--- config.mk ---
export PLATFORM = sky130hd
export DESIGN_NAME = clock_time_set_controller
export DESIGN_NICKNAME = d
export VERILOG_FILES = /design/src/rtl/clock_time_set_controller.sv
export SDC_FILE = /design/constraint.sdc
export NUM_CORES = 1
export LEC_CHECK = 0
export ABC_AREA = 1
export BUFFER_PORTS_ARGS = -buffer_cell sky130_fd_sc_hd__buf_4
export CORE_ASPECT_RATIO = 0.8
export CORE_MARGIN = 1
export CORE_UTILIZATION = 45
export CTS_CLUSTER_DIAMETER = 150
export DETAILED_ROUTE_END_ITERATION = 12
export GPL_ROUTABILITY_DRIVEN = 0
export PLACE_DENSITY = 0.62
export SETUP_SLACK_MARGIN = 0.2
export SYNTH_ARGS = -nofsm -noshare
export SYNTH_HDL_FRONTEND = slang
export SYNTH_SLANG_ARGS = --single-unit
export TNS_END_PERCENT = 20
--- constraint.sdc ---
create_clock -name clock -period 2.8 [get_ports clock]
set_input_delay 0.14 -clock clock [delete_from_list [all_inputs] [get_ports clock]]
set_output_delay 0.14 -clock clock [all_outputs]
set_load 0.02 [all_outputs]
--- src/rtl/clock_time_set_controller.sv ---
// MM:SS time register with RUN / SET_MIN / SET_SEC modes and a blink mask for the field being edited.
// Both time fields are held as packed BCD pairs {tens, ones}.
//   state   | meaning
//   RUN     | counts on tick, btn_inc ignored, all digits lit
//   SET_MIN | time frozen, btn_inc bumps minutes, minute digits blink
//   SET_SEC | time frozen, btn_inc bumps seconds, second digits blink
module clock_time_set_controller #(
  parameter int BLINK_CYCLES = 25_000_000
) (
  input  logic       clock,
  input  logic       reset,
  input  logic       tick,
  input  logic       btn_mode,
  input  logic       btn_inc,
  output logic [3:0] seg3,
  output logic [3:0] seg2,
  output logic [3:0] seg1,
  output logic [3:0] seg0,
  output logic [3:0] blank,
  output logic [1:0] mode,
  output logic       rollover
);

  localparam int CW = $clog2(BLINK_CYCLES);
  localparam logic [CW-1:0] BLINK_LAST = CW'(BLINK_CYCLES - 1);

  typedef enum logic [1:0] {
    RUN     = 2'b00,
    SET_MIN = 2'b01,
    SET_SEC = 2'b10
  } mode_t;

  mode_t         state, state_nx;
  logic [7:0]    min_q, min_nx;
  logic [7:0]    sec_q, sec_nx;
  logic          roll_q, roll_nx;
  logic [CW-1:0] blink_cnt, blink_cnt_nx;
  logic          phase_off, phase_off_nx;
  logic          restart;

  // Wraps 59 -> 00; the carry out is detected by the caller comparing against 8'h59.
  function automatic logic [7:0] bcd_inc(input logic [7:0] v);
    logic [7:0] r;
    if (v[3:0] == 4'd9) begin
      r[3:0] = 4'd0;
      r[7:4] = (v[7:4] == 4'd5) ? 4'd0 : v[7:4] + 4'd1;
    end else begin
      r[7:4] = v[7:4];
      r[3:0] = v[3:0] + 4'd1;
    end
    return r;
  endfunction

  always_comb begin
    state_nx     = state;
    min_nx       = min_q;
    sec_nx       = sec_q;
    roll_nx      = 1'b0;
    blink_cnt_nx = blink_cnt;
    phase_off_nx = phase_off;
    restart      = 1'b0;

    case (state)
      RUN: begin
        if (tick) begin
          sec_nx = bcd_inc(sec_q);
          if (sec_q == 8'h59) begin
            min_nx  = bcd_inc(min_q);
            roll_nx = (min_q == 8'h59);
          end
        end
        if (btn_mode) state_nx = SET_MIN;
      end
      SET_MIN: begin
        if (btn_mode) begin
          state_nx = SET_SEC;
        end else if (btn_inc) begin
          min_nx  = bcd_inc(min_q);
          restart = 1'b1;
        end
      end
      SET_SEC: begin
        if (btn_mode) begin
          state_nx = RUN;
        end else if (btn_inc) begin
          sec_nx  = bcd_inc(sec_q);
          restart = 1'b1;
        end
      end
      default: state_nx = RUN;
    endcase

    // Any press or mode change relights the edited digits immediately.
    if (restart || (state_nx != state) || (state == RUN)) begin
      blink_cnt_nx = '0;
      phase_off_nx = 1'b0;
    end else if (blink_cnt == BLINK_LAST) begin
      blink_cnt_nx = '0;
      phase_off_nx = ~phase_off;
    end else begin
      blink_cnt_nx = blink_cnt + CW'(1);
    end
  end

  always_ff @(posedge clock or negedge reset) begin
    if (!reset) begin
      state     <= RUN;
      min_q     <= 8'h00;
      sec_q     <= 8'h00;
      roll_q    <= 1'b0;
      blink_cnt <= '0;
      phase_off <= 1'b0;
    end else begin
      state     <= state_nx;
      min_q     <= min_nx;
      sec_q     <= sec_nx;
      roll_q    <= roll_nx;
      blink_cnt <= blink_cnt_nx;
      phase_off <= phase_off_nx;
    end
  end

  always_comb begin
    blank = 4'b0000;
    case (state)
      SET_MIN: blank = {phase_off, phase_off, 2'b00};
      SET_SEC: blank = {2'b00, phase_off, phase_off};
      default: blank = 4'b0000;
    endcase
  end

  assign seg3     = min_q[7:4];
  assign seg2     = min_q[3:0];
  assign seg1     = sec_q[7:4];
  assign seg0     = sec_q[3:0];
  assign mode     = state;
  assign rollover = roll_q;

endmodule

Yosys cells after proc, flatten, opt, wreduce, memory -nomap -nowiden
Cells that the tools add are included.

cells by class
  bitwise operators = 1
  add/sub/neg operators = 5
  reductions and logical operators = 9
  equality and inequality tests = 16
  mux-type cells = 28

operator list
  cell                                           count
  2-to-1 mux 8 bit                               9
  2-to-1 mux 25 bit                              2
  one-hot mux 8 bit (2 select lines)             2
  adder 25 x 1 -> 25 bit, second input constant  1
  == test 25 bit, second input constant          1
  adder 4 x 1 -> 4 bit, second input constant    4
  == test 8 x 7 -> 1 bit, second input constant  2
  inequality test 2 bit, second input constant   6
  == test 4 x 3 -> 1 bit, second input constant  2
  == test 4 bit, second input constant           2
  2-to-1 mux 1 bit                               8
  2-to-1 mux 4 bit                               2
  one-hot mux 4 bit (2 select lines)             1
  2-to-1 mux 2 bit                               3
  one-hot mux 2 bit (3 select lines)             1
  nonzero test 2 bit                             3
  AND reduction 5 bit                            1
  AND reduction 4 bit                            1
  == test 2 x 1 -> 1 bit, second input constant  1
  == test 2 bit, second input constant           1
  zero test 2 bit                                1
  logical OR 1 bit                               2
  inequality test 2 bit                          1
  OR reduction 2 bit                             1
  NOT 1 bit                                      1

storage, ports and cells
  bits in registers = 45
  word-level logic and storage cells = 65
  input bits = 5

Depth between registers and ports, before layout
  depth after elaboration = 6
  depth in mapped cells = 10
  depth with buffers taken out = 9

Least setup slack after synthesis
No wires, ideal clock.

  path kind = reg2reg
  start point = register state[0], in the netlist mode[0]
  end point = register sec_q[5]
  setup time = 0.119 ns
  arrival time = 1.623 ns
  buffers on the path = 1
  cell stages (with the launch flop) = 9
  path slack = 1.059 ns
  cells stage by stage = dfrtp_1 > inv_1 > ha_1 > buf_4 > o21ai_1 > o21ai_2 > nor2_4 > nand2_1 > o21a_1

on the way
  cells in the longest elaborated chain, start to end = 3
  elaborated cells on any way between the ends = 8

ends and longest elaborated chain
  what                                                                          line  source
  start, declared                                                               33    mode_t state, state_nx;
  start signal, assigned                                                        114   state <= state_nx;
  == test 2 bit or zero test 2 bit (tied branches)                              63    case (state)
  inequality test 2 bit (no source line) or nonzero test 2 bit (tied branches)  --
  AND reduction 4 bit (no source line)                                          --
  end signal, assigned                                                          116   sec_q <= sec_nx;
  end, declared                                                                 35    logic [7:0] sec_q, sec_nx;

Parallel ways exist; a longest one is shown, timed or not.
A chain may end at the register's enable or synchronous reset.

Final worst setup path
  start point = register state[0], in the netlist mode[0]
  end point = register blink_cnt[3]

on the way
  cells in the longest elaborated chain, start to end = 6
  elaborated cells on any way between the ends = 13

ends and longest elaborated chain
  what                                                                      line  source
  == test 2 bit (tied with other cells)                                     63
  one-hot mux 2 bit (3 select lines) or OR reduction 2 bit (tied branches)  --
  inequality test 2 bit or 2-to-1 mux 1 bit (tied branches)                 --
  logical OR 1 bit                                                          94    if (restart || (state_nx != state) || (state == RUN)) begin
  logical OR 1 bit (*)                                                      94
  2-to-1 mux 25 bit (*)                                                     94
  via blink_cnt_nx[3]                                                       37    logic [CW-1:0] blink_cnt, blink_cnt_nx;
  end signal, assigned                                                      118   blink_cnt <= blink_cnt_nx;
  end, declared                                                             37

Mark *: on every way through the listed nets, which the timed path passes. The rest lies on a longest branch.

==> summary.md <==
| Metric | Value |
|---|---|
| Worst r2r src | mode[0]$_DFF_PN0_ |
| Final Net Count | 428 |
| CTS Buffer Depth | 2 |
| Average detailed-routed wire length per instance | 12.2 um |
| Number of synthesized flops with an enable pin | 0 |
| Core ar. | 6040 um^2 |
| Endpoint class of the critical path | flip-flop |
| Dominant synthesized flop cell | sky130_fd_sc_hd__dfrtp_1 |
| I/O pin count | 28 |
| Path category of the worst min-delay check | input port to flip-flop |
| Number of fill cells | 609 |
| Layout overhead on the synthesized area | 13.7% |
| Leakage power of the design | 1.43 nW |
| Power density over cell area | 792 nW/um^2 |
| Post-CTS setup buffers | 0 |
| CP peak stage delay | 0.42 ns |
| Total wirelength of the detailed-routed design | 6080 um |
| Net count after synthesis | 397 |
| Required time at the endpoint of the critical path | 3.02 ns |
| Clock Pin Slew Worst Setup and Hold Paths | 0.08 ns |
| Slew at the pin closest to its max-slew limit | 0.570 ns |
| Synth area leader | sky130_fd_sc_hd__dfrtp_1 |
| Overflow left after global routing | 0 |
| Insertion delay to the later sink of the worst-skew pair | 0.30 ns |
| Setup skew after layout | 0.00775 ns |
| Maximum number of pins on one net before global-route repair | 46 |
| Synth top area cells | sky130_fd_sc_hd__dfrtp_1 39%, sky130_fd_sc_hd__nand2_1 14%, sky130_fd_sc_hd__nor2_1 8.5%, sky130_fd_sc_hd__inv_1 6.6%, sky130_fd_sc_hd__nor2_4 5.1% |
| Data arrival time of the critical path | 2.15 ns |
| Post-synthesis register bit count | 45 |
| Number of max-cap violations | 0 |
| CP max-delay cell | sky130_fd_sc_hd__dfrtp_1 |
| Worst rel slew slack | 62.0% |
| Setup crit start kind | flip-flop |
| Number of standard-cell rows in the floorplan | 25 |
| Post-synthesis async set-or-reset flop share | 100% |
| Number of hold violations in the final report | 0 |
| Shortest clock period the worst path allows after layout | 1.93 ns |
| Root buf cell | sky130_fd_sc_hd__clkbuf_8 |
| Average size of a mapped cell | 7.40 um^2 |
| Clock tree from TritonCTS | built |
| Cell repeated most along the worst path | sky130_fd_sc_hd__a21oi_4 |
| Critical path's top delay family | simple AND/OR/NAND/NOR gates |
| Vias in the first global route | 2,202 |
| Count of buffering cells on the critical path with inverters included | 1 |
| Post-Route Utilization | 53.9% |
| Worst min-delay path startpoint | tick |
| Global-route wire length before repair | 10,400 um |
| Non-filler cells in the finished layout | 500 |
| Post-synth cell types | 30 |
| Sequential-to-total area share from yosys stat | 39.3% |
| Achievable clock frequency | 519 MHz |
| # setup viols final | 0 |
| Buffers on Ports | 27 |
| Number of CTS-inserted buffers | 5 |
| Share of cells above drive strength 1 | 16.9% |
| CTS sink count | 45 |
| Estimated wirelength of the detail-placed design | 4670 um |
| Warnings, synthesis | 0 |
| DIE WIDTH | 91.2 um |
| Crit. Startpoint | mode[0]$_DFF_PN0_ |
| Crit path cell chain | inv_1, ha_1, nor2_2, a21oi_4, nand3_2, a21oi_4, nand2_4, nor2_1 |
| Path type of the worst setup path | flip-flop to flip-flop |
| Commonest cells post-synth | 105 x sky130_fd_sc_hd__nand2_1, 65 x sky130_fd_sc_hd__nor2_1, 50 x sky130_fd_sc_hd__inv_1 |
| Setup_tns | 0 ns |
| Total standard cell area after synthesis | 2870 um^2 |
| H-tree depth | 2 |
| Result of the run | finished, final reports clean |
| Vias per cell | 4.87 |
| Synthesized netlist cell count | 387 |
| Die area | 6690 um^2 |
| Most used standard cell by instance count after synthesis | sky130_fd_sc_hd__nand2_1 |
| Die height | 73.4 um |
| Total vias in the final route | 2,437 |
| Area share of the largest cell type after synthesis | 39.3% |
| Pins Over Slew Limit | 0 |
| Number of antenna violations at the first check in global routing | 0 |
| Global-route usage over all layers | 19.9% |
| RSZ-0062 raised after global routing | no |
| DRC violations left | 0 |
| Worst Path Max Fanout | 15 |
| Worst voltage drop across the vdd grid | 0.496 mV |
| Instance count after placement with tap cells included | 491 |
| First-pass DRT Iterations | 4 |
| Number of DRC markers in iteration 0 | 148 |
| Number of antenna diodes | 0 |
| Starting density of the core | 47.5% |
| Antenna-violating nets left | 0 |
| Share of the cycle needed by the critical path after routing | 68.8% |
-- tightest hold or removal path, stage by stage --
cell and delay (ns):
sky130_fd_sc_hd__buf_4 0.11, sky130_fd_sc_hd__nand4_1 0.08, sky130_fd_sc_hd__nor2_1 0.04
-- stage by stage --
stage               worst slack (ns)  total power [mW]  hold WS [ns]  instance area [um^2]
floorplan                       1.06              1.77        -0.156                  2870
global placement               0.957              2.06         0.192                  3130
detailed placement             0.870              2.08         0.190                  3130
CTS                            0.846              2.60        0.0941                  3260
global route                   0.696              2.77         0.123                  3260
finish                         0.874              2.58         0.108                  3260
-- sequential cells by signal, indices dropped and copies added (netlist names) --
name,flops
rollover,1
min_q,8
blink_cnt,25
sec_q,8
phase_off,1
mode,2
-- layout by cell type, fill, tap and decap left out --
| master | n |
|---|---|
| sky130_fd_sc_hd__nand2_2 | 4 |
| sky130_fd_sc_hd__a21oi_2 | 1 |
| sky130_fd_sc_hd__o21ai_1 | 3 |
| sky130_fd_sc_hd__a21oi_4 | 2 |
| sky130_fd_sc_hd__nor2_1 | 65 |
| sky130_fd_sc_hd__dfrtp_1 | 45 |
| sky130_fd_sc_hd__nand3b_4 | 1 |
| sky130_fd_sc_hd__nor3_1 | 7 |
| sky130_fd_sc_hd__o21bai_1 | 2 |
| sky130_fd_sc_hd__bufinv_16 | 1 |
| sky130_fd_sc_hd__a21oi_1 | 4 |
| sky130_fd_sc_hd__o21a_1 | 1 |
| sky130_fd_sc_hd__clkbuf_8 | 6 |
| sky130_fd_sc_hd__nand3_1 | 20 |
| sky130_fd_sc_hd__dlygate4sd3_1 | 1 |
| sky130_fd_sc_hd__nor2_2 | 3 |
| sky130_fd_sc_hd__buf_4 | 27 |
| sky130_fd_sc_hd__o21ai_0 | 12 |
| sky130_fd_sc_hd__nand2_1 | 105 |
| sky130_fd_sc_hd__xor2_1 | 14 |
| sky130_fd_sc_hd__or2_2 | 1 |
| sky130_fd_sc_hd__inv_1 | 50 |
| sky130_fd_sc_hd__inv_2 | 5 |
| sky130_fd_sc_hd__nand2_4 | 1 |
| sky130_fd_sc_hd__clkinvlp_4 | 1 |
| sky130_fd_sc_hd__nand4_1 | 10 |
| sky130_fd_sc_hd__nor3_2 | 1 |
| sky130_fd_sc_hd__o21ai_2 | 1 |
| sky130_fd_sc_hd__ha_1 | 5 |
| sky130_fd_sc_hd__xnor2_1 | 3 |
| sky130_fd_sc_hd__nor2_4 | 13 |
| sky130_fd_sc_hd__a211oi_1 | 1 |
| sky130_fd_sc_hd__nand3_2 | 3 |
-- logic make-up after synthesis --
kind of cell	Yosys count	synth area share, %
adders and majority gates	5	2.18
AOI/OAI and AO/OA	27	6.11
DFF	45	39.3
xor gates and xnor gates	17	5.20
and+or+nand+nor	234	38.5
buffers and inverters	59	8.69
-- routing by layer --
metal / global-route usage (%) / part of all wire, % / vias up
met5: 0 / 0 / -
met4: 3.88 / 0.72 / 0
met3: 4.87 / 8.3 / 6
li1: - / - / 1255
met2: 29.5 / 40 / 87
met1: 29.7 / 51 / 1089
-- cell type report --
class | count | area (um^2) | area share [%]
inverter | 55 | 206 | 6.34
multi-input combinational | 283 | 1490 | 45.8
clock buffer | 6 | 82.6 | 2.54
sequential | 45 | 1130 | 34.6
clock inverter | 2 | 37.5 | 1.15
timing repair buffer | 28 | 213 | 6.53
tap | 81 | 101 | 3.11
-- timing repair --
action,CTS,global route
hold buffers,1,0
hold endpoints to repair,45,0
resized for setup,0,0
-- report_power, final --
| group | leakage [nW] | switching (mW) | internal (mW) | total (mW) |
|---|---|---|---|---|
| Combinational | 0.769 | 0.744 | 0.402 | 1.15 |
| Clock | 0.0574 | 0.224 | 0.290 | 0.514 |
| Sequential | 0.602 | 0.148 | 0.773 | 0.921 |
-- final timing paths --
| kind | endpoint | slack, ns | cells after the start |
|---|---|---|---|
| min reg2reg | blink_cnt[0]$_DFF_PN0_ | 0.49 | 1 |
| min in group asynchronous | sec_q[7]$_DFFE_PN0P_ | 0.37 | 2 |
| min | rollover$_DFF_PN0_ | 0.11 | 3 |
| max | blink_cnt[3]$_DFF_PN0_ | 0.87 | 8 |
| max reg2reg | blink_cnt[3]$_DFF_PN0_ | 0.87 | 8 |
| max in group asynchronous | blink_cnt[20]$_DFF_PN0_ | 2.03 | 2 |
No activity file was read; power rests on OpenSTA's default activity.
